File: src/rtl/combi_encoder.sv
`default_nettype none
// ============================================================================
// Module   : combi_encoder
// Purpose  : Encodes op records into ARM / RISC-V words, FIFO-buffered, with a
//            streaming write address. Option macro: ENC_ISA_NOP_EN.
// Revision : 1.0
// ============================================================================
module combi_encoder #(
    parameter int unsigned DEPTH     = 4,
    parameter int unsigned ADDR_W    = 32,
    parameter bit          RESET_ISA = 1'b0
) (
    input  logic              clk,
    input  logic              reset_n,
    input  logic              in_valid,
    output logic              in_ready,
    input  logic              in_isa,
    input  logic [2:0]        in_op,
    input  logic [4:0]        in_rd,
    input  logic [4:0]        in_rs1,
    input  logic [4:0]        in_rs2,
    input  logic [31:0]       in_imm,
    output logic              out_valid,
    input  logic              out_ready,
    output logic [31:0]       out_instr,
    output logic [ADDR_W-1:0] out_addr,
    output logic              out_arm,
    input  logic              base_load,
    input  logic [ADDR_W-1:0] base_addr,
    output logic              err,
    output logic [7:0]        err_cnt
);
    localparam int unsigned PTR_W = $clog2(DEPTH);
    localparam int unsigned CNT_W = PTR_W + 1;

    localparam logic [2:0]  c_OP_ADD   = 3'd0;
    localparam logic [2:0]  c_OP_SUB   = 3'd1;
    localparam logic [2:0]  c_OP_AND   = 3'd2;
    localparam logic [2:0]  c_OP_OR    = 3'd3;
    localparam logic [2:0]  c_OP_ADDI  = 3'd4;
    localparam logic [2:0]  c_OP_LOAD  = 3'd5;
    localparam logic [2:0]  c_OP_STORE = 3'd6;
    localparam logic [31:0] c_ARM_NOP  = 32'hE280_0000;
    localparam logic [31:0] c_RV_NOP   = 32'h0000_0013;

    logic [31:0] w_enc_word;
    logic        w_enc_ok;
    logic [3:0]  w_arm_cmd;
    logic [6:0]  w_rv_f7;
    logic [2:0]  w_rv_f3;
    logic        w_imm_s12;
    logic        w_imm_s13;
    logic        w_imm_s26;

    // Sign-extension checks: the upper bits must all match the field's sign bit
    assign w_imm_s12 = (in_imm[31:11] == '0) || (in_imm[31:11] == '1);
    assign w_imm_s13 = (in_imm[31:12] == '0) || (in_imm[31:12] == '1);
    assign w_imm_s26 = (in_imm[31:25] == '0) || (in_imm[31:25] == '1);

    always_comb begin
        w_arm_cmd = 4'b0100;
        w_rv_f7   = 7'b0000000;
        w_rv_f3   = 3'b000;
        case (in_op)
            c_OP_SUB: begin
                w_arm_cmd = 4'b0010;
                w_rv_f7   = 7'b0100000;
            end
            c_OP_AND: begin
                w_arm_cmd = 4'b0000;
                w_rv_f3   = 3'b111;
            end
            c_OP_OR: begin
                w_arm_cmd = 4'b1100;
                w_rv_f3   = 3'b110;
            end
            default: ;
        endcase
    end

    always_comb begin
        w_enc_word = '0;
        w_enc_ok   = 1'b1;
        if (in_isa) begin
            case (in_op)
                c_OP_ADD, c_OP_SUB, c_OP_AND, c_OP_OR: begin
                    w_enc_word = {4'hE, 2'b00, 1'b0, w_arm_cmd, 1'b0, in_rs1[3:0],
                                  in_rd[3:0], 8'h00, in_rs2[3:0]};
                    w_enc_ok   = !(in_rd[4] | in_rs1[4] | in_rs2[4]);
                end
                c_OP_ADDI: begin
                    w_enc_word = {4'hE, 2'b00, 1'b1, 4'b0100, 1'b0, in_rs1[3:0],
                                  in_rd[3:0], 4'h0, in_imm[7:0]};
                    w_enc_ok   = !(in_rd[4] | in_rs1[4]) && (in_imm[31:8] == '0);
                end
                c_OP_LOAD: begin
                    w_enc_word = {4'hE, 2'b01, 6'b011001, in_rs1[3:0], in_rd[3:0],
                                  in_imm[11:0]};
                    w_enc_ok   = !(in_rd[4] | in_rs1[4]) && (in_imm[31:12] == '0);
                end
                c_OP_STORE: begin
                    w_enc_word = {4'hE, 2'b01, 6'b011000, in_rs1[3:0], in_rs2[3:0],
                                  in_imm[11:0]};
                    w_enc_ok   = !(in_rs1[4] | in_rs2[4]) && (in_imm[31:12] == '0);
                end
                default: begin
                    w_enc_word = {4'hE, 3'b101, 1'b0, in_imm[25:2]};
                    w_enc_ok   = (in_imm[1:0] == 2'b00) && w_imm_s26;
                end
            endcase
        end else begin
            case (in_op)
                c_OP_ADD, c_OP_SUB, c_OP_AND, c_OP_OR: begin
                    w_enc_word = {w_rv_f7, in_rs2, in_rs1, w_rv_f3, in_rd, 7'b0110011};
                end
                c_OP_ADDI: begin
                    w_enc_word = {in_imm[11:0], in_rs1, 3'b000, in_rd, 7'b0010011};
                    w_enc_ok   = w_imm_s12;
                end
                c_OP_LOAD: begin
                    w_enc_word = {in_imm[11:0], in_rs1, 3'b010, in_rd, 7'b0000011};
                    w_enc_ok   = w_imm_s12;
                end
                c_OP_STORE: begin
                    w_enc_word = {in_imm[11:5], in_rs2, in_rs1, 3'b010, in_imm[4:0],
                                  7'b0100011};
                    w_enc_ok   = w_imm_s12;
                end
                default: begin
                    w_enc_word = {in_imm[12], in_imm[10:5], in_rs2, in_rs1, 3'b000,
                                  in_imm[4:1], in_imm[11], 7'b1100011};
                    w_enc_ok   = !in_imm[0] && w_imm_s13;
                end
            endcase
        end
    end

    logic [32:0]       mem_q [DEPTH];
    logic [PTR_W-1:0]  wr_ptr_q, wr_ptr_d, wr_ptr_nx;
    logic [PTR_W-1:0]  rd_ptr_q;
    logic [CNT_W-1:0]  cnt_q, cnt_d;
    logic [ADDR_W-1:0] addr_q;
    logic              err_q;
    logic [7:0]        err_cnt_q;
    logic              w_accept;
    logic              w_push;
    logic              w_push_nop;
    logic              w_pop;

    assign w_accept  = in_valid & in_ready;
    assign w_push    = w_accept & w_enc_ok;
    assign w_pop     = out_valid & out_ready;
    assign wr_ptr_nx = wr_ptr_q + PTR_W'(1);

`ifdef ENC_ISA_NOP_EN
    logic last_isa_q;
    logic w_need_nop;

    // An ISA switch costs two slots (NOP + op), so readiness depends on in_isa
    assign w_need_nop = (in_isa != last_isa_q);
    assign in_ready   = w_need_nop ? (cnt_q <= CNT_W'(DEPTH - 2))
                                   : (cnt_q <= CNT_W'(DEPTH - 1));
    assign w_push_nop = w_push & w_need_nop;

    always_ff @(posedge clk) begin
        if (!reset_n) begin
            last_isa_q <= RESET_ISA;
        end else if (w_push) begin
            last_isa_q <= in_isa;
        end
    end
`else
    assign in_ready   = (cnt_q <= CNT_W'(DEPTH - 1));
    assign w_push_nop = 1'b0;
`endif

    always_comb begin
        cnt_d    = cnt_q;
        wr_ptr_d = wr_ptr_q;
        if (w_push) begin
            cnt_d    = cnt_q + (w_push_nop ? CNT_W'(2) : CNT_W'(1));
            wr_ptr_d = wr_ptr_q + (w_push_nop ? PTR_W'(2) : PTR_W'(1));
        end
        if (w_pop) begin
            cnt_d = cnt_d - CNT_W'(1);
        end
    end

    always_ff @(posedge clk) begin
        if (!reset_n) begin
            for (int unsigned i = 0; i < DEPTH; i++) begin
                mem_q[i] <= {RESET_ISA, 32'h0};
            end
        end else if (w_push) begin
            if (w_push_nop) begin
                mem_q[wr_ptr_q]  <= {in_isa, in_isa ? c_ARM_NOP : c_RV_NOP};
                mem_q[wr_ptr_nx] <= {in_isa, w_enc_word};
            end else begin
                mem_q[wr_ptr_q]  <= {in_isa, w_enc_word};
            end
        end
    end

    always_ff @(posedge clk) begin
        if (!reset_n) begin
            wr_ptr_q  <= '0;
            rd_ptr_q  <= '0;
            cnt_q     <= '0;
            addr_q    <= '0;
            err_q     <= 1'b0;
            err_cnt_q <= '0;
        end else begin
            wr_ptr_q <= wr_ptr_d;
            cnt_q    <= cnt_d;
            if (w_pop) begin
                rd_ptr_q <= rd_ptr_q + PTR_W'(1);
            end
            // The address is bound at pop time, so a reload only affects later words
            if (base_load) begin
                addr_q <= base_addr;
            end else if (w_pop) begin
                addr_q <= addr_q + ADDR_W'(4);
            end
            err_q <= w_accept & ~w_enc_ok;
            if (w_accept && !w_enc_ok && (err_cnt_q != 8'hFF)) begin
                err_cnt_q <= err_cnt_q + 8'd1;
            end
        end
    end

    assign out_valid = (cnt_q != '0);
    assign out_instr = mem_q[rd_ptr_q][31:0];
    assign out_arm   = mem_q[rd_ptr_q][32];
    assign out_addr  = addr_q;
    assign err       = err_q;
    assign err_cnt   = err_cnt_q;

endmodule
`default_nettype wire

File: config.mk
export PLATFORM = sky130hd
export DESIGN_NAME = combi_encoder
export DESIGN_NICKNAME = d
export VERILOG_FILES = /design/src/rtl/combi_encoder.sv
export SDC_FILE = /design/constraint.sdc
export NUM_CORES = 1
export LEC_CHECK = 0
export CAP_MARGIN = 30
export CORE_ASPECT_RATIO = 0.7
export CORE_MARGIN = 1.5
export CORE_UTILIZATION = 37
export DETAILED_ROUTE_END_ITERATION = 12
export DONT_BUFFER_PORTS = 1
export SYNTH_ARGS = -nofsm -noshare
export SYNTH_HDL_FRONTEND = slang
export SYNTH_SLANG_ARGS = --single-unit
File: constraint.sdc
create_clock -name clk -period 3.2 [get_ports clk]
set_input_delay 0.64 -clock clk [delete_from_list [all_inputs] [get_ports clk]]
set_output_delay 0.64 -clock clk [all_outputs]
set_load 0.02 [all_outputs]
# Word-level counts from Yosys, hierarchy flattened

Memories as Yosys holds them, arrays and structs flattened. A register that Yosys moved wholly into a read port is not among the register bits.
Cells that the tools add are included.

Add/subtract/negate cells: 6
Multiply operators: 0
Divide/modulo/power cells: 0
Magnitude comparators: 1
Eq/ne operators: 10
Shift-type cells: 0
Multiplexer cells: 22
Bitwise gates (word level): 8
Reductions and logical operators: 26

Operators by type and width:

| cell                  | number |
|---|---|
| $pmux 32 s4           | 1 |
| $pmux 28 s4           | 1 |
| $mux 32               | 3 |
| $mux 33               | 1 |
| $reduce_or 33->1      | 1 |
| $add 32x3->32 const B | 1 |
| $logic_not 24->1      | 1 |
| $eq 21x21->1 const B  | 1 |
| $logic_not 21->1      | 1 |
| $eq 20x20->1 const B  | 1 |
| $logic_not 20->1      | 1 |
| $pmux 4 s3            | 1 |
| $eq 3x3->1 const B    | 3 |
| $add 8x1->8 const B   | 1 |
| $ne 8x8->1 const B    | 1 |
| $eq 7x7->1 const B    | 1 |
| $logic_and 1x1->1     | 7 |
| $logic_not 7->1       | 1 |
| $eq 3x2->1 const B    | 2 |
| $mux 1                | 6 |
| $mux 2                | 3 |
| $mux 3                | 2 |
| $mux 6                | 1 |
| $pmux 3 s2            | 1 |
| other kinds (18)      | 30 |

Bits in registers: 48
Bits in latches: 0
RAM bits: 132
ROM bits: 0
Bits of input ports: 88
Memories kept: 1

Memories:

| name  | depth | bits a word | read ports | clocked after memory_dff | write ports | line | text |
|---|---|---|---|---|---|---|---|
| mem_q | 4     | 33          | 1          | 1                        | 4           | 138  | `logic [32:0] mem_q [DEPTH];` |

# Longest topological paths before layout

Depth in word-level cells: 11
Depth in mapped cells: 11
Mapped depth without buffers: 11

# Least setup slack after synthesis

Ideal clock, no wire load.

Kind: input -> register
Start: input in_op[0]
End: memory mem_q[1][0] (enable)
Setup time: 0.391 ns
Data arrival time: 3.092 ns
Setup slack: -0.282 ns
Stages on the path: 10
Cell sequence: buf_2 -> nand2b_1 -> a2bb2oi_1 -> a2111oi_1 -> o22ai_1 -> o21ai_2 -> buf_4 -> nand3b_2 -> buf_2 -> nand2_1

RTL lines:

| element            | line | text |
|---|---|---|
| start: declaration | 18   | `input logic [2:0] in_op,` |
| end: declaration   | 138  |  |

# Worst setup path after layout

Start: input in_imm[12]
End: register cnt_q[2]

Longest elaborated chain between the ends: 9
Elaborated cells on any way between the ends: 18
Classes of those cells: 1 x add/sub; 2 x eq/ne; 5 x mux; 1 x bitwise; 9 x reduce/logical

Ends and longest elaborated chain:

| element                                                 | line        | text |
|---|---|---|
| start: declaration                                      | 22          | `input logic [31:0] in_imm,` |
| $eq 20x20->1 / $logic_not 20->1 (equally long branches) | 57, 99, 104 |  |
| $logic_or 1x1->1                                        | 57          | `assign w_imm_s13 = (in_imm[31:12] == '0) \|\| (in_imm[31:12] == '1);` |
| $logic_and 1x1->1                                       | 132         | `w_enc_ok = !in_imm[0] && w_imm_s13;` |
| $pmux 1 s2                                              | 112         | `case (in_op)` |
| $mux 1 *                                                | 84          | `if (in_isa) begin` |
| $and 1x1->1 *                                           | 151         | `assign w_push = w_accept & w_enc_ok;` |
| $mux 3 *                                                | 180         | `if (w_push) begin` |
| $sub 3x1->3                                             | 185         | `cnt_d = cnt_d - CNT_W'(1);` |
| $mux 3 *                                                | 184         | `if (w_pop) begin` |
| end signal: assignment                                  | 214         | `cnt_q <= cnt_d;` |
| end: declaration                                        | 141         | `logic [CNT_W-1:0] cnt_q, cnt_d;` |

Every way passes the cells marked *; elsewhere a longest branch is shown, timed or not.
A chain may end at the register's enable or synchronous reset.

==> flow_metrics.env <==
export IMPL_power_mw=6.262
export IMPL_fillers=2274
export IMPL_cts_root_buf="clkbuf_16"
export IMPL_setup_viol=0
export IMPL_cts_setup_buffers=0
export IMPL_synth_async_sr_flop_share_pct=0
export IMPL_drv_slew=0
export IMPL_fmax_mhz=345.1
export IMPL_place_gp_congestion=0.9106
export IMPL_critPathTopFamily="compound AO/OA/AOI/OAI gates"
export IMPL_crit_type="in -> reg"
export IMPL_hold_viol=0
export IMPL_grt_pass1_vias=6155
export IMPL_drtIter0Drc=537
export IMPL_leakage_nw=3.572
export IMPL_crit_buf_inv=0
export IMPL_crit_path_top_delay_cell="a2111oi_0"
export IMPL_seq_area_um2=4966
export IMPL_ctsLongestPathBuffers=2
export IMPL_clk_latency_ns=0.44
export IMPL_peakVddDrop_mv=0.3630
export IMPL_vias_per_cell=5.543
export IMPL_relSlewSlack_pct=43.83
export IMPL_cts_resized=0
export IMPL_yosysWarnings=0
export IMPL_io_buffers=0
export IMPL_final_area_um2=10110
export IMPL_period_share_pct=90.55
export IMPL_drt_first_pass_iters=5
export IMPL_htreeDepth=4
export IMPL_ctsHoldBuffers=0
export IMPL_grt_total_usage_pct=19.63
export IMPL_path_clk_slew_ns=0.07
export IMPL_fin_skew_ns=0.01530
export IMPL_critPathMaxFanout=4
export IMPL_final_cell_mix="nor2_1, edfxtp_1, nand2_1"
export IMPL_diodes=0
export IMPL_tightest_slew_ns=0.8338
export IMPL_cts_sinks=182
export IMPL_fin_ws_ns=0.3023
export IMPL_path_cells="nor4_1 > nand4_1 > a2111oi_1 > o221ai_1 > o31ai_4 > mux2i_1 > ha_1 > a2111oi_0 > a211o_2"
export IMPL_num_rows=47
export IMPL_multi_input_area_um2=3764
export IMPL_fp_dieArea_um2=25360
export IMPL_grt_pass1_wl_um=37310
export IMPL_rsz0062_at_grt="no"
export IMPL_max_stage_delay_ns=0.53
export IMPL_core_area_um2=23820
export IMPL_max_cap_violations=0
export IMPL_synth_edf_count=132
export IMPL_nNetsFinal=924
export IMPL_die_height_um=133.7
export IMPL_arrival_ns=3.28
export IMPL_preCtsSetupSlack_ns=-0.09270
export IMPL_antenna_found_initial=0
export IMPL_dpl_cell_count=1129
export IMPL_ant_nets=0
export IMPL_area_growth_pct=12.02
export IMPL_status="finished clean"
export IMPL_synth_seq_cells=182
export IMPL_wire_per_inst_um=20.93
export IMPL_synthCells=839
export IMPL_ys_flop_type="edfxtp_1"
export IMPL_ys_types=59
export IMPL_drc=0
export IMPL_hold_class="in -> reg"
export IMPL_crit_path_start_kind="primary input"
export IMPL_avgSynthCellArea_um2=10.76
export IMPL_vias=6435
export IMPL_ios=164
export IMPL_die_x_um=189.7
export IMPL_fin_hold_ws_ns=0.3360
export IMPL_dpl_hpwl_um=17170
export IMPL_layout_min_cycle_time_ns=2.898
export IMPL_dpl_instance_area_um2=9484
export IMPL_cts_tree="done"
export IMPL_synth_nets=933
export IMPL_drive_above_1_share_pct=12.93
export IMPL_cts_buffers=17
export IMPL_cp_data_required_time_ns=3.58
export IMPL_start_util_pct=37.90
export IMPL_ys_seq_area_share_pct=55.00
export IMPL_wirelength_um=24300
export IMPL_synth_area_um2=9026
export IMPL_instances_no_fill=1161
export IMPL_powerDensity_nw_per_um2=619.3
export IMPL_critical_path_endpoint_type="register"
export IMPL_overflow=0
export IMPL_layout_commonest_cell="nor2_1"
export IMPL_grt_max_degree=58
## cell type report
cell class              count  area share (%)
inverters                  21          0.7796
clock buffers              20           4.319
multi-input cells         581           37.22
repair buffers             27           2.747
clock inverters            12           1.881
well taps                 318           3.935
flip-flops and latches    182           49.12
## synthesized netlist by cell type, types with 3 or more instances
master	number	area, um2
buf_2	11	55.05
clkbuf_1	32	120.1
buf_1	10	37.54
and4_1	4	35.03
mux4_2	33	743.2
and3_1	3	18.77
ha_1	6	75.07
mux2_2	3	33.78
a211oi_1	12	90.09
nand2b_1	8	50.05
nor3_1	12	60.06
o21ai_0	43	215.2
xor2_1	15	131.4
nor2b_1	4	25.02
o221ai_1	3	26.28
dfxtp_1	50	1001
inv_1	21	78.83
a311oi_1	5	43.79
mux2i_1	15	150.1
nand4_1	21	131.4
a21oi_1	46	230.2
nor4_1	5	31.28
or3_1	8	50.05
and2_1	4	25.02
nand2_1	66	247.7
a31oi_1	6	37.54
edfxtp_1	132	3964
o211ai_1	3	22.52
nor2_1	180	675.7
nand3_1	23	115.1
a22oi_1	6	45.04
xnor2_1	15	131.4
## sequential cells by signal, indices dropped and copies added, names as in the netlist, named ones only
register and flops:
err 1, out_addr 32, mem_q 132, rd_ptr_q 2, cnt_q 3, err_cnt 8, wr_ptr_q 2
## power breakdown
part	leakage, nW	internal, mW	total, mW	switching (mW)
clock	0.291	1.32	2.26	0.935
combinational	1.50	0.428	1.16	0.734
sequential	1.78	2.68	2.84	0.158
## worst paths after layout
check,slack (ns),from,depth (start not counted),endpoint
hold reg to reg,0.54,wr_ptr_q[1],2,wr_ptr_q[1]
setup / recovery,0.30,in_imm[12],9,cnt_q[2]
hold / removal,0.34,reset_n,2,cnt_q[1]
setup reg to reg,0.33,cnt_q[0],9,cnt_q[2]
## layer usage
metal	GRT usage, %	wire length (um)	vias to the layer above
li1	-	-	3047
met2	28.51	10620	212
met5	0	0	-
met3	6.296	1886	20
met4	5.115	283	0
met1	28.16	11510	3156
## metrics by stage
stage          utilization, %  TNS [ns]
6_report                42.45         0
3_3_place_gp            39.82         0
5_1_grt                 42.45         0
2_1_floorplan               -         0
4_1_cts                 42.45         0
3_5_place_dp            39.82  -0.09270
## kinds of logic (layout without fill, tap and decap cells)
group / count (synthesis) / count (layout) / share of synthesized area (%)
AND/OR/NAND/NOR: 349 / 349 / 17.34
flip-flops: 182 / 182 / 55.00
AO/OA/AOI/OAI: 144 / 144 / 9.995
buffers and inverters: 76 / 80 / 3.396
multiplexers: 51 / 51 / 10.27
XOR/XNOR: 31 / 31 / 3.161
adder cells (fa/ha/maj): 6 / 6 / 0.8317
Power figures use the tool's default switching activity.
